File: src/rtl/tp_pkg.sv
// Shared constants for the tiny 8-bit processor:
// ALU op codes, instruction classes, 0x0-group sub-ops and FSM states.
package tp_pkg;

   localparam logic [3:0] ALU_ADD = 4'd0;
   localparam logic [3:0] ALU_SUB = 4'd1;
   localparam logic [3:0] ALU_MUL = 4'd2;
   localparam logic [3:0] ALU_AND = 4'd3;
   localparam logic [3:0] ALU_XOR = 4'd4;
   localparam logic [3:0] ALU_SHL = 4'd5;
   localparam logic [3:0] ALU_SHR = 4'd6;
   localparam logic [3:0] ALU_CRS = 4'd7;
   localparam logic [3:0] ALU_CLS = 4'd8;
   localparam logic [3:0] ALU_ASR = 4'd9;
   localparam logic [3:0] ALU_INC = 4'd10;
   localparam logic [3:0] ALU_DEC = 4'd11;

   localparam logic [3:0] CL_SYS = 4'h0;
   localparam logic [3:0] CL_ADD = 4'h1;
   localparam logic [3:0] CL_SUB = 4'h2;
   localparam logic [3:0] CL_MUL = 4'h3;
   localparam logic [3:0] CL_CMP = 4'h4;
   localparam logic [3:0] CL_AND = 4'h5;
   localparam logic [3:0] CL_XOR = 4'h6;
   localparam logic [3:0] CL_STR = 4'h7;
   localparam logic [3:0] CL_LDR = 4'h8;
   localparam logic [3:0] CL_JMP = 4'h9;
   localparam logic [3:0] CL_JC  = 4'hA;
   localparam logic [3:0] CL_JZ  = 4'hB;
   localparam logic [3:0] CL_LDI = 4'hC;
   localparam logic [3:0] CL_LDH = 4'hD;

   localparam logic [3:0] SOP_SHL = 4'h1;
   localparam logic [3:0] SOP_SHR = 4'h2;
   localparam logic [3:0] SOP_CRS = 4'h3;
   localparam logic [3:0] SOP_CLS = 4'h4;
   localparam logic [3:0] SOP_ASR = 4'h5;
   localparam logic [3:0] SOP_INC = 4'h6;
   localparam logic [3:0] SOP_DEC = 4'h7;
   localparam logic [3:0] SOP_HLT = 4'hF;

   localparam logic [1:0] S_FETCH = 2'd0;
   localparam logic [1:0] S_EXEC  = 2'd1;
   localparam logic [1:0] S_HALT  = 2'd2;

endpackage

File: src/rtl/tp_regfile.sv
// 16x8 register file: async read, sync write,
// async active-low clear.
module tp_regfile #(
   parameter int NREG = 16
) (
   input  logic       clk,
   input  logic       rst_n,
   input  logic       we,
   input  logic [3:0] waddr,
   input  logic [7:0] wdata,
   input  logic [3:0] raddr,
   output logic [7:0] rdata
);

   logic [7:0] mem [NREG];

   assign rdata = mem[raddr];

   always_ff @(posedge clk or negedge rst_n) begin
      if (!rst_n) begin
         for (int k = 0; k < NREG; k++) mem[k] <= 8'h00;
      end else if (we) begin
         mem[waddr] <= wdata;
      end
   end

endmodule

File: src/rtl/tp_exec_ctrl.sv
// Fetch/execute control of the tiny 8-bit processor:
// drives the external combinational ALU and holds state.
module tp_exec_ctrl
   import tp_pkg::*;
#(
   parameter int         NREG     = 16,
   parameter logic [7:0] RESET_PC = 8'h00
) (
   input  logic       clk,
   input  logic       rst_n,
   output logic [7:0] pc,
   output logic       instr_req,
   input  logic [7:0] instr,
   input  logic       instr_valid,
   output logic [3:0] alu_op,
   output logic [7:0] alu_a,
   output logic [7:0] alu_b,
   input  logic [7:0] alu_result,
   input  logic       alu_carry,
   input  logic [7:0] alu_ext,
   output logic [7:0] acc,
   output logic [7:0] ext,
   output logic       carry_flag,
   output logic       halted
);

   logic [1:0] state;
   logic [7:0] ir;
   logic [3:0] cls, idx;
   logic [3:0] op;
   logic       wr_acc, wr_c, wr_ext, wr_reg, take, hlt;
   logic [7:0] acc_nxt;
   logic       in_exec;

   assign cls       = ir[7:4];
   assign idx       = ir[3:0];
   assign in_exec   = (state == S_EXEC);
   assign instr_req = (state == S_FETCH);
   assign halted    = (state == S_HALT);
   assign alu_a     = acc;
   assign alu_op    = in_exec ? op : 4'd0;

   tp_regfile #(.NREG(NREG)) u_rf (
      .clk   (clk),
      .rst_n (rst_n),
      .we    (in_exec && wr_reg),
      .waddr (idx),
      .wdata (acc),
      .raddr (idx),
      .rdata (alu_b)
   );

   always_comb begin
      op      = 4'd0;
      acc_nxt = alu_result;
      wr_acc  = 1'b0;
      wr_c    = 1'b0;
      wr_ext  = 1'b0;
      wr_reg  = 1'b0;
      take    = 1'b0;
      hlt     = 1'b0;
      case (cls)
         CL_SYS: begin
            case (idx)
               SOP_SHL: begin op = ALU_SHL; wr_acc = 1'b1; end
               SOP_SHR: begin op = ALU_SHR; wr_acc = 1'b1; end
               SOP_CRS: begin op = ALU_CRS; wr_acc = 1'b1; end
               SOP_CLS: begin op = ALU_CLS; wr_acc = 1'b1; end
               SOP_ASR: begin op = ALU_ASR; wr_acc = 1'b1; end
               SOP_INC: begin
                  op = ALU_INC; wr_acc = 1'b1; wr_c = 1'b1;
               end
               SOP_DEC: begin
                  op = ALU_DEC; wr_acc = 1'b1; wr_c = 1'b1;
               end
               SOP_HLT: hlt = 1'b1;
               default: ;
            endcase
         end
         CL_ADD: begin op = ALU_ADD; wr_acc = 1'b1; wr_c = 1'b1; end
         CL_SUB: begin op = ALU_SUB; wr_acc = 1'b1; wr_c = 1'b1; end
         CL_MUL: begin op = ALU_MUL; wr_acc = 1'b1; wr_ext = 1'b1; end
         CL_CMP: begin op = ALU_SUB; wr_c = 1'b1; end
         CL_AND: begin op = ALU_AND; wr_acc = 1'b1; end
         CL_XOR: begin op = ALU_XOR; wr_acc = 1'b1; end
         CL_STR: wr_reg = 1'b1;
         CL_LDR: begin acc_nxt = alu_b; wr_acc = 1'b1; end
         CL_JMP: take = 1'b1;
         CL_JC:  take = carry_flag;
         CL_JZ:  take = (acc == 8'h00);
         CL_LDI: begin acc_nxt = {4'h0, idx}; wr_acc = 1'b1; end
         CL_LDH: begin acc_nxt = {idx, acc[3:0]}; wr_acc = 1'b1; end
         default: ;
      endcase
   end

   always_ff @(posedge clk or negedge rst_n) begin
      if (!rst_n) begin
         state      <= S_FETCH;
         pc         <= RESET_PC;
         ir         <= 8'h00;
         acc        <= 8'h00;
         ext        <= 8'h00;
         carry_flag <= 1'b0;
      end else begin
         case (state)
            S_FETCH: begin
               if (instr_valid) begin
                  ir    <= instr;
                  state <= S_EXEC;
               end
            end
            S_EXEC: begin
               if (wr_acc) acc <= acc_nxt;
               if (wr_c)   carry_flag <= alu_carry;
               if (wr_ext) ext <= alu_ext;
               // jump target is the register operand, evaluated on pre-instruction flags
               pc    <= take ? alu_b : pc + 8'd1;
               state <= hlt ? S_HALT : S_FETCH;
            end
            default: ;
         endcase
      end
   end

endmodule

File: config.mk
export PLATFORM = sky130hd
export DESIGN_NAME = tp_exec_ctrl
export DESIGN_NICKNAME = d
export VERILOG_FILES = /design/src/rtl/tp_pkg.sv /design/src/rtl/tp_regfile.sv /design/src/rtl/tp_exec_ctrl.sv
export SDC_FILE = /design/constraint.sdc
export NUM_CORES = 1
export LEC_CHECK = 0
export CELL_PAD_IN_SITES_DETAIL_PLACEMENT = 0
export CELL_PAD_IN_SITES_GLOBAL_PLACEMENT = 1
export CORE_MARGIN = 2
export CORE_UTILIZATION = 38
export CTS_BUF_LIST = sky130_fd_sc_hd__clkbuf_4
export CTS_CLUSTER_DIAMETER = 60
export DETAILED_ROUTE_END_ITERATION = 7
export GPL_TIMING_DRIVEN = 0
export PLACE_DENSITY_LB_ADDON = 0.1
export SETUP_SLACK_MARGIN = 0.3
export SLEW_MARGIN = 10
export SYNTH_ARGS = -nofsm -noshare
export SYNTH_HDL_FRONTEND = slang
export SYNTH_SLANG_ARGS = --single-unit
File: constraint.sdc
create_clock -name clk -period 5.9 [get_ports clk]
set_clock_uncertainty 0.15 [all_clocks]
set_input_delay 0.885 -clock clk [delete_from_list [all_inputs] [get_ports clk]]
set_output_delay 0.885 -clock clk [all_outputs]
set_load 0.05 [all_outputs]
==> impl_metrics.py, run 1 <==
metrics = {
    "clocking": {
        "hold_buffers": 0,
        "h-tree-depth": 4,
        "postCtsResizedCells": 0,
        "numCtsBuffers": 17,
        "clk_latency_ns": 0.57,
        "cts_tree": "done",
        "clk_pin_slew_worst_paths_ns": 0.16,
        "cts_setup_buffers": 0,
        "cts-root-buf": "clkbuf_4",
        "clock_sinks": 163,
        "clock_path_buffers": 2,
    },
    "routing": {
        "num_vias": 5140,
        "drt-total-wl_mm": 21.0,
        "drtAntennaViolNets": 0,
        "drtIter0Drc": 258,
        "wire_per_inst_um": 22.3,
        "drt_pass1_iterations": 4,
        "via_per_inst": 5.45,
        "drcViolationCount": 0,
    },
    "synth": {
        "synth_seq_area_share_pct": 51.8,
        "syn_avg_cell_area_um2": 13.9,
        "synth_cell_type_count": 52,
        "synthXorXnorAreaFrac_pct": 0.111,
        "synth_top_cell_by_area": "dfrtp_1",
        "ys_seq_elements": 163,
        "synth_top_family_by_area": "multiplexers",
        "synth_compound_area_share_pct": 6.44,
        "synth_warnings": 0,
        "synth_fp_nets": 594,
        "synth_cells": 565,
        "synth_area_um2": 7870,
        "ys_top_cells_by_area": "dfrtp_1 52%, mux2_2 21%, mux4_2 9.4%, a22oi_1 1.2%, nand2_1 1.1%",
        "synth_mux_area_share_pct": 30.4,
        "synthArstFlopShare_pct": 100,
        "yosys.area_share.simple_pct": 7.58,
        "ys.flop_type": "dfrtp_1",
        "netlist.area_leader.share_pct": 51.8,
        "synth-edff-count": 0,
        "synth_fa_ha_area_share_pct": 0.159,
    },
    "finish": {
        "final_cell_area_um2": 9240,
        "drive_gt1_share_pct": 39.0,
        "stdcell_count": 943,
        "final_util_pct": 45.5,
        "fillCellCount": 1881,
        "syn2layout_area_growth_pct": 17.4,
        "final_nets": 688,
    },
    "timing": {
        "layout_min_cycle_time_ns": 4.36,
        "fmaxAchievable_ghz": 0.229,
        "fin_crit_sh_pct": 74.0,
        "slew_headroom_pct": 27.5,
        "drv_slew": 0,
        "worstMarginPinSlew_ns": 1.09,
        "finalSetupViolCount": 0,
        "finalHoldViolCount": 0,
        "rsz0062_at_grt": "no",
    },
    "run_status": {
        "status": "finished clean",
    },
    "global_routing": {
        "antenna_found_initial": 1,
        "grt_max_degree": 109,
        "grt_usage_pct": 20.0,
        "grt_pass1_vias": 5366,
        "gr-total-overflow": 0,
        "grt_pass1_wl_mm": 32.9,
    },
    "worst_setup_path": {
        "cpMostUsedCell": "buf_6",
        "endpoint_kind": "primary output",
        "crit_required_ns": 4.87,
        "startpoint_type": "register",
        "slowest_stage": "clkdlybuf4s50_1",
        "worstPathCellList": "buf_6 > buf_6 > mux4_2 > a221oi_1 > inv_1 > clkdlybuf4s50_1",
        "cp_max_fo": 10,
        "critPathMaxStageDelay_ns": 0.72,
        "worstPathArrival_ns": 3.33,
        "path_class": "reg2out",
    },
    "worst_hold_path": {
        "hold_path_class": "in2async",
    },
    "pwr": {
        "p_per_area_nw_per_um2": 454,
        "power.leakage_nw": 4.12,
        "vdd_drop_max_mv": 0.209,
        "total_power_mw": 4.19,
    },
    "place": {
        "placed_area_um2": 8980,
        "io_buffer_count": 74,
        "dp_cells": 910,
        "place_hpwl_mm": 14.8,
        "gp_congestion": 0.821,
    },
    "floorplan": {
        "die_width_um": 148,
        "die_h_um": 148,
        "core_um2": 20300,
        "start_util_pct": 38.8,
        "dieArea_um2": 21900,
        "fp-row-count": 52,
        "io_pins": 75,
    },
    "job": {
        "maxCapViolCount": 0,
    },
}
==> logic make-up after synthesis <==
group,count (synthesis)
mux,180
flops,163
simple gates,102
compound gates,68
buf+inv,50
xor+xnor,1
fa+ha+maj,1
==> worst paths after layout <==
path                       slack (ns)                        end  cells after the start                 startpoint
min                              0.05    u_rf.mem[9]$_DFFE_PN0P_                      1                      rst_n
min in group clk                 0.37  u_rf.mem[126]$_DFFE_PN0P_                      1  u_rf.mem[126]$_DFFE_PN0P_
max                              1.54                   alu_b[4]                      6          ir[0]$_DFFE_PN0P_
min reg2reg                      0.37  u_rf.mem[126]$_DFFE_PN0P_                      1  u_rf.mem[126]$_DFFE_PN0P_
max reg2reg                      2.78   u_rf.mem[70]$_DFFE_PN0P_                      5          ir[1]$_DFFE_PN0P_
max in group asynchronous        4.64   u_rf.mem[86]$_DFFE_PN0P_                      2                      rst_n
==> per-stage QoR <==
step / hold WS (ns) / setup WS (ns) / setup TNS (ns)
floorplan: 0.325 / 2.69 / 0
global placement: 0.334 / -2.74 / -443.83
detailed placement: 0.341 / 2.15 / 0
CTS: 0.0248 / 1.48 / 0
global route: 0.0248 / 1.35 / 0
finish: 0.0459 / 1.54 / 0
==> worst max-delay path, delay by kind of cell, from the launching register on <==
family	cells	cell delay, ns
compound gates	1	0.58
buf+inv	4	1.21
flops	1	0.39
mux	1	0.58
==> routing by layer <==
| metal | wire length [µm] | GRT usage [%] |
|---|---|---|
| met1 | 10100 | 28.7 |
| met4 | 259 | 5.81 |
| met3 | 856 | 3.46 |
| met2 | 9810 | 31.5 |
| met5 | 0 | 0 |
==> cells in the mapped netlist (6+ instances only) <==
| master | instances |
|---|---|
| a21oi_1 | 17 |
| a22oi_1 | 13 |
| buf_2 | 10 |
| buf_4 | 9 |
| clkbuf_1 | 19 |
| dfrtp_1 | 163 |
| mux2_2 | 144 |
| mux4_2 | 33 |
| nand2_1 | 24 |
| nand2b_1 | 7 |
| nor2_1 | 18 |
| nor2_2 | 12 |
| nor2b_1 | 6 |
| o21ai_0 | 6 |
==> cell type report <==
class	instances	area (µm²)	area share [%]
well taps	270	338	3.66
clock inverters	15	125	1.35
flip-flops and latches	163	4080	44.1
multi-input cells	352	3520	38.1
clock buffers	17	128	1.38
plain buffers	44	251	2.72
inverters	6	22.5	0.244
repair buffers	75	773	8.37
diodes	1	2.50	0.0271
==> cell usage in the layout (no fill, tap or decap), types with 9 or more instances in the layout <==
cell / count
a21oi_1: 17
a22oi_1: 13
buf_2: 10
buf_4: 9
clkbuf_1: 19
clkbuf_4: 17
clkdlybuf4s50_1: 73
dfrtp_1: 163
mux2_2: 144
mux4_2: 33
nand2_1: 24
nor2_1: 18
nor2_2: 12
==> state kept, by name (all words and copies together) (netlist names) <==
register    flops
pc              8
state           2
acc             8
u_rf.mem      128
ext             8
ir              8
carry_flag      1
==> power by group <==
group / total, mW / internal [mW] / switching [mW]
clock network: 0.623 / 0.177 / 0.445
logic: 2.00 / 0.762 / 1.24
registers: 1.57 / 1.34 / 0.228
total: 4.19 / 2.28 / 1.91
No activity file was read; power rests on OpenSTA's default activity.
==> run 2, diff against run 1 <==
==> constraint.sdc (replaced) <==
create_clock -name clk -period 3.55 [get_ports clk]
set_clock_uncertainty 0.15 [all_clocks]
set_input_delay 0.5325 -clock clk [delete_from_list [all_inputs] [get_ports clk]]
set_output_delay 0.5325 -clock clk [all_outputs]
set_load 0.05 [all_outputs]
==> run 2 against run 1 <==
Effect of this change:
- count of clock-buffer cells in the layout did not move
- die area did not move
- combinational power rose by 75%
- clock power rose by 67%
- critical path depth rose by 2
- cell count rose by 1.2%
- register-to-register slack got worse by 2.0 ns
- flip-flop and latch count did not move
- critical path type unchanged
- largest power group unchanged
==> impl_metrics.py, run 2 (synthesized netlist as in run 1, its figures left out) <==
metrics = {
    "global_routing": {
        "grt_usage_pct": 20.0,
        "antenna_found_initial": 1,
        "grt_pass1_vias": 5370,
        "gr-total-overflow": 0,
        "grt_pass1_wl_mm": 32.9,
        "grt_max_degree": 109,
    },
    "place": {
        "gp_congestion": 0.821,
        "io_buffer_count": 74,
        "placed_area_um2": 8980,
        "place_hpwl_mm": 14.8,
        "place_ws_ns": 0.149,
    },
    "timing": {
        "setup_ws_ns": 0.288,
        "layout_min_cycle_time_ns": 3.26,
        "finalSetupViolCount": 0,
        "fmaxAchievable_ghz": 0.307,
        "holdWs_ns": 0.279,
        "worstMarginPinSlew_ns": 1.04,
        "fin_crit_sh_pct": 91.9,
        "slew_headroom_pct": 30.7,
        "finalHoldViolCount": 0,
        "drv_slew": 0,
        "rsz0062_at_grt": "yes",
    },
    "routing": {
        "drt_pass1_iterations": 5,
        "via_per_inst": 5.43,
        "wire_per_inst_um": 22.2,
        "drt-total-wl_mm": 21.2,
        "drtIter0Drc": 224,
        "num_vias": 5176,
        "drtAntennaViolNets": 0,
        "drcViolationCount": 0,
    },
    "pwr": {
        "total_power_mw": 7.15,
        "power.leakage_nw": 4.23,
        "vdd_drop_max_mv": 0.346,
        "p_per_area_nw_per_um2": 759,
    },
    "floorplan": {
        "core_um2": 20300,
        "dieArea_um2": 21900,
        "fp-row-count": 52,
        "start_util_pct": 38.8,
        "die_width_um": 148,
        "die_h_um": 148,
        "io_pins": 75,
    },
    "finish": {
        "final_util_pct": 46.4,
        "final_nets": 699,
        "syn2layout_area_growth_pct": 19.7,
        "final_common_cell": "dfrtp_1",
        "final_cell_area_um2": 9420,
        "top_register": "u_rf.mem",
        "largest_register_ffs": 128,
        "fillCellCount": 1866,
        "mostFrequentLayoutCells": "163 x dfrtp_1, 144 x mux2_2, 61 x clkdlybuf4s50_1",
        "drive_gt1_share_pct": 43.0,
    },
    "worst_setup_path": {
        "worstPathArrival_ns": 2.58,
        "endpoint_kind": "primary output",
        "startpoint_type": "register",
        "path_class": "reg2out",
        "ff2ff_setup_slack_ns": 0.82,
        "cp_max_fo": 6,
        "rr_endpoint": "u_rf.mem[70]$_DFFE_PN0P_",
        "rr_worst_depth": 5,
        "crit_required_ns": 2.87,
        "worstReg2RegStart": "state[1]$_DFFE_PN0P_",
    },
    "clocking": {
        "clock_path_buffers": 2,
        "clk_latency_ns": 0.59,
        "clock_sinks": 163,
        "clk_pin_slew_worst_paths_ns": 0.17,
        "numCtsBuffers": 17,
        "cts-root-buf": "clkbuf_4",
        "h-tree-depth": 4,
        "cts_tree": "done",
    },
    "job": {
        "maxCapViolCount": 0,
    },
    "run_status": {
        "status": "finished clean",
    },
    "worst_hold_path": {
        "hold_path_class": "in2async",
    },
}
run 2: cell count changes in the layout (fill, tap and decap cells not counted), moves of 3 or more:
cell,previous run,this run
clkdlybuf4s50_1,73,61
buf_4,9,20
buf_12,1,5
buf_6,3,7
nand2_1,24,20
nand2_2,0,4
clkbuf_2,1,4
run 2: metrics by stage:
step / std cells / TNS (ns)
5_1_grt: 954 / 0
6_report: 954 / 0
3_3_place_gp: 909 / -769.43
2_1_floorplan: 565 / 0
3_5_place_dp: 910 / 0
4_1_cts: 945 / 0
run 2: final cells by class:
class | count | area (µm²) | area share [%]
repair buffers | 86 | 866 | 9.19
clock inverters | 15 | 125 | 1.33
clock buffers | 17 | 128 | 1.35
multi-input cells | 352 | 3570 | 37.9
plain buffers | 44 | 290 | 3.08
flip-flops and latches | 163 | 4080 | 43.3
inverters | 6 | 22.5 | 0.239
well taps | 270 | 338 | 3.58
diodes | 1 | 2.50 | 0.0266
run 2: report_power, final:
part	total [mW]	internal, mW	switching [mW]
combinational	3.50	1.39	2.11
clock	1.04	0.294	0.742
sequential	2.62	2.23	0.381
run 2: worst max-delay path by stage:
stage                                  from                        to  slack [ns]  cells past startpoint
after CTS                 ir[0]$_DFFE_PN0P_                  alu_b[3]        0.20                      6
after detailed placement  ir[1]$_DFFE_PN0P_                  alu_b[3]        0.15                      6
after floorplan           ir[6]$_DFFE_PN0P_                 alu_op[2]        0.69                      5
final                     ir[0]$_DFFE_PN0P_                  alu_b[4]        0.29                      8
after global placement                rst_n  u_rf.mem[78]$_DFFE_PN0P_       -4.74                      1
after global routing      ir[0]$_DFFE_PN0P_                  alu_b[4]        0.18                      8
run 2: critical path: stages (launching register included):
cell and delay, ns:
dfrtp_1 0.38, buf_6 0.16, buf_4 0.12, buf_6 0.08
mux4_2 0.50, a22o_1 0.23, a221oi_4 0.27, inv_1 0.09
buf_6 0.16
run 2: routing by layer:
layer | part of all wire (%) | GRT usage [%] | vias to the layer above
met5 | 0 | 0 | -
met4 | 1.4 | 5.81 | 0
met2 | 47 | 31.6 | 116
met3 | 3.8 | 3.36 | 22
li1 | - | - | 2312
met1 | 48 | 28.7 | 2726
run 2: timing repair:
action / 4_1_cts / 5_1_grt
endpoints found under the hold margin: 55 / 0
setup endpoints to repair: 12 / 12
gates resized for setup: 68 / 28
buffers inserted: 2 / 8
pin swaps: 0 / 2
hold buffers: 1 / 0
==> run 3, diff against run 2 <==
--- a/config.mk
+++ b/config.mk
@@ -14,6 +14,7 @@
 export DETAILED_ROUTE_END_ITERATION = 7
 export GPL_TIMING_DRIVEN = 0
 export PLACE_DENSITY_LB_ADDON = 0.1
+export RECOVER_POWER = 100
 export SETUP_SLACK_MARGIN = 0.3
 export SLEW_MARGIN = 10
 export SYNTH_ARGS = -nofsm -noshare
==> run 3 against run 2 <==
Effect of this change:
- the run now ends with max-capacitance violations, max-slew violations left
- combinational power decreased by 4%
- count of clock-buffer cells in the layout is the same
- global-route usage unchanged
- sequential share of layout area is 0.55 points higher
- critical endpoint unchanged
- largest power group unchanged
==> impl_metrics.py, run 3 (synthesized netlist as in run 1, its figures left out) <==
metrics = {
    "place": {
        "gp_congestion": 0.821,
        "io_buffer_count": 74,
        "place_ws_ns": 0.149,
        "place_hpwl_mm": 14.8,
        "placed_area_um2": 8980,
    },
    "job": {
        "maxCapViolCount": 3,
    },
    "finish": {
        "top_register": "u_rf.mem",
        "final_cell_area_um2": 9310,
        "final_common_cell": "dfrtp_1",
        "largest_register_ffs": 128,
        "mostFrequentLayoutCells": "163 x dfrtp_1, 141 x mux2_2, 36 x dlygate4sd3_1",
        "syn2layout_area_growth_pct": 18.2,
        "final_nets": 699,
        "drive_gt1_share_pct": 39.2,
    },
    "floorplan": {
        "io_pins": 75,
        "die_h_um": 148,
        "dieArea_um2": 21900,
        "start_util_pct": 38.8,
        "die_width_um": 148,
        "core_um2": 20300,
        "fp-row-count": 52,
    },
    "worst_setup_path": {
        "worstReg2RegStart": "ir[1]$_DFFE_PN0P_",
        "slowest_stage": "mux4_2",
        "ff2ff_setup_slack_ns": 0.27,
        "rr_worst_depth": 5,
        "crit_required_ns": 2.87,
        "cp_top_family": "buffers and inverters",
        "endpoint_kind": "primary output",
        "critPathBufInv": 5,
        "startpoint_type": "register",
        "worstPathArrival_ns": 2.66,
        "startpoint": "ir[0]$_DFFE_PN0P_",
        "worstPathCellList": "buf_6 > buf_12 > buf_12 > mux4_2 > a221oi_2 > inv_1 > buf_6",
        "critPathMaxStageDelay_ns": 0.56,
        "cp_max_fo": 6,
        "path_class": "reg2out",
        "rr_endpoint": "u_rf.mem[70]$_DFFE_PN0P_",
    },
    "clocking": {
        "clock_sinks": 163,
        "cts-root-buf": "clkbuf_4",
        "numCtsBuffers": 17,
        "h-tree-depth": 4,
        "clock_path_buffers": 2,
        "cts_tree": "done",
        "clk_pin_slew_worst_paths_ns": 0.14,
        "clk_latency_ns": 0.58,
    },
    "worst_hold_path": {
        "hold_path_class": "reg2reg",
        "min_to": "u_rf.mem[126]$_DFFE_PN0P_",
        "min_from": "u_rf.mem[126]$_DFFE_PN0P_",
        "whs_path_depth": 1,
    },
    "timing": {
        "setup_ws_ns": 0.209,
        "finalHoldViolCount": 0,
        "worstMarginPinSlew_ns": 2.59,
        "slew_headroom_pct": -72.9,
        "rsz0062_at_grt": "yes",
        "fin_tns_setup_ns": 0,
        "layout_min_cycle_time_ns": 3.34,
        "drv_slew": 66,
        "fin_crit_sh_pct": 94.1,
        "fmaxAchievable_ghz": 0.299,
        "finalSetupViolCount": 0,
    },
    "global_routing": {
        "grt_usage_pct": 20.0,
        "grt_pass1_vias": 5370,
        "gr-total-overflow": 0,
        "grt_pass1_wl_mm": 32.9,
        "grt_max_degree": 109,
        "antenna_found_initial": 1,
    },
    "routing": {
        "drt_pass1_iterations": 5,
        "drt-total-wl_mm": 21.2,
        "num_vias": 5185,
        "drtAntennaViolNets": 0,
        "drcViolationCount": 0,
        "via_per_inst": 5.44,
        "drtIter0Drc": 262,
        "wire_per_inst_um": 22.2,
    },
    "pwr": {
        "power.leakage_nw": 4.21,
        "vdd_drop_max_mv": 0.328,
        "total_power_mw": 7.01,
        "p_per_area_nw_per_um2": 753,
    },
    "run_status": {
        "violations": "max-capacitance violations, max-slew violations",
        "status": "complete, but fails checks",
    },
}
run 3: routing by layer:
layer	track usage, %	share of wire [%]
met5	0	0
met4	5.81	1.4
met2	31.6	46
met3	3.36	4.3
met1	28.7	48
run 3: worst max-delay path by stage:
| stage | end | depth (start not counted) |
|---|---|---|
| 2_1_floorplan | alu_op[2] | 5 |
| 6_report | alu_b[4] | 7 |
| 3_5_place_dp | alu_b[3] | 6 |
| 4_1_cts | alu_b[3] | 6 |
| 3_3_place_gp | u_rf.mem[78]$_DFFE_PN0P_ | 1 |
| 5_1_grt | alu_b[4] | 7 |
run 3: final cells by class:
cell class | instances | area, µm²
antenna | 1 | 2.50
tap | 270 | 338
buffer | 44 | 288
clock buffer | 17 | 128
multi-input combinational | 352 | 3470
inverter | 6 | 22.5
fill | 1891 | 11000
sequential | 163 | 4080
clock inverter | 15 | 125
timing repair buffer | 86 | 853
run 3: repair_timing:
action,CTS,global route
setup buffers,2,8
hold buffers,1,0
gates resized for setup,68,28
setup endpoints to repair,12,12
endpoints found under the hold margin,55,0
cloned,0,0
pin swaps,0,2
run 3: per-stage QoR:
step                      std cells  utilization [%]  hold slack [ns]
after floorplan                 565                -           0.0869
after global placement          909             44.1            0.334
after detailed placement        910             44.3            0.333
after CTS                       945             45.7            0.274
after global routing            954             45.8            0.354
final                           954             45.8            0.347
run 3: power breakdown:
part | total [mW] | internal [mW] | switching [mW]
Combinational | 3.37 | 1.31 | 2.06
Clock | 1.03 | 0.294 | 0.740
Sequential | 2.61 | 2.23 | 0.375
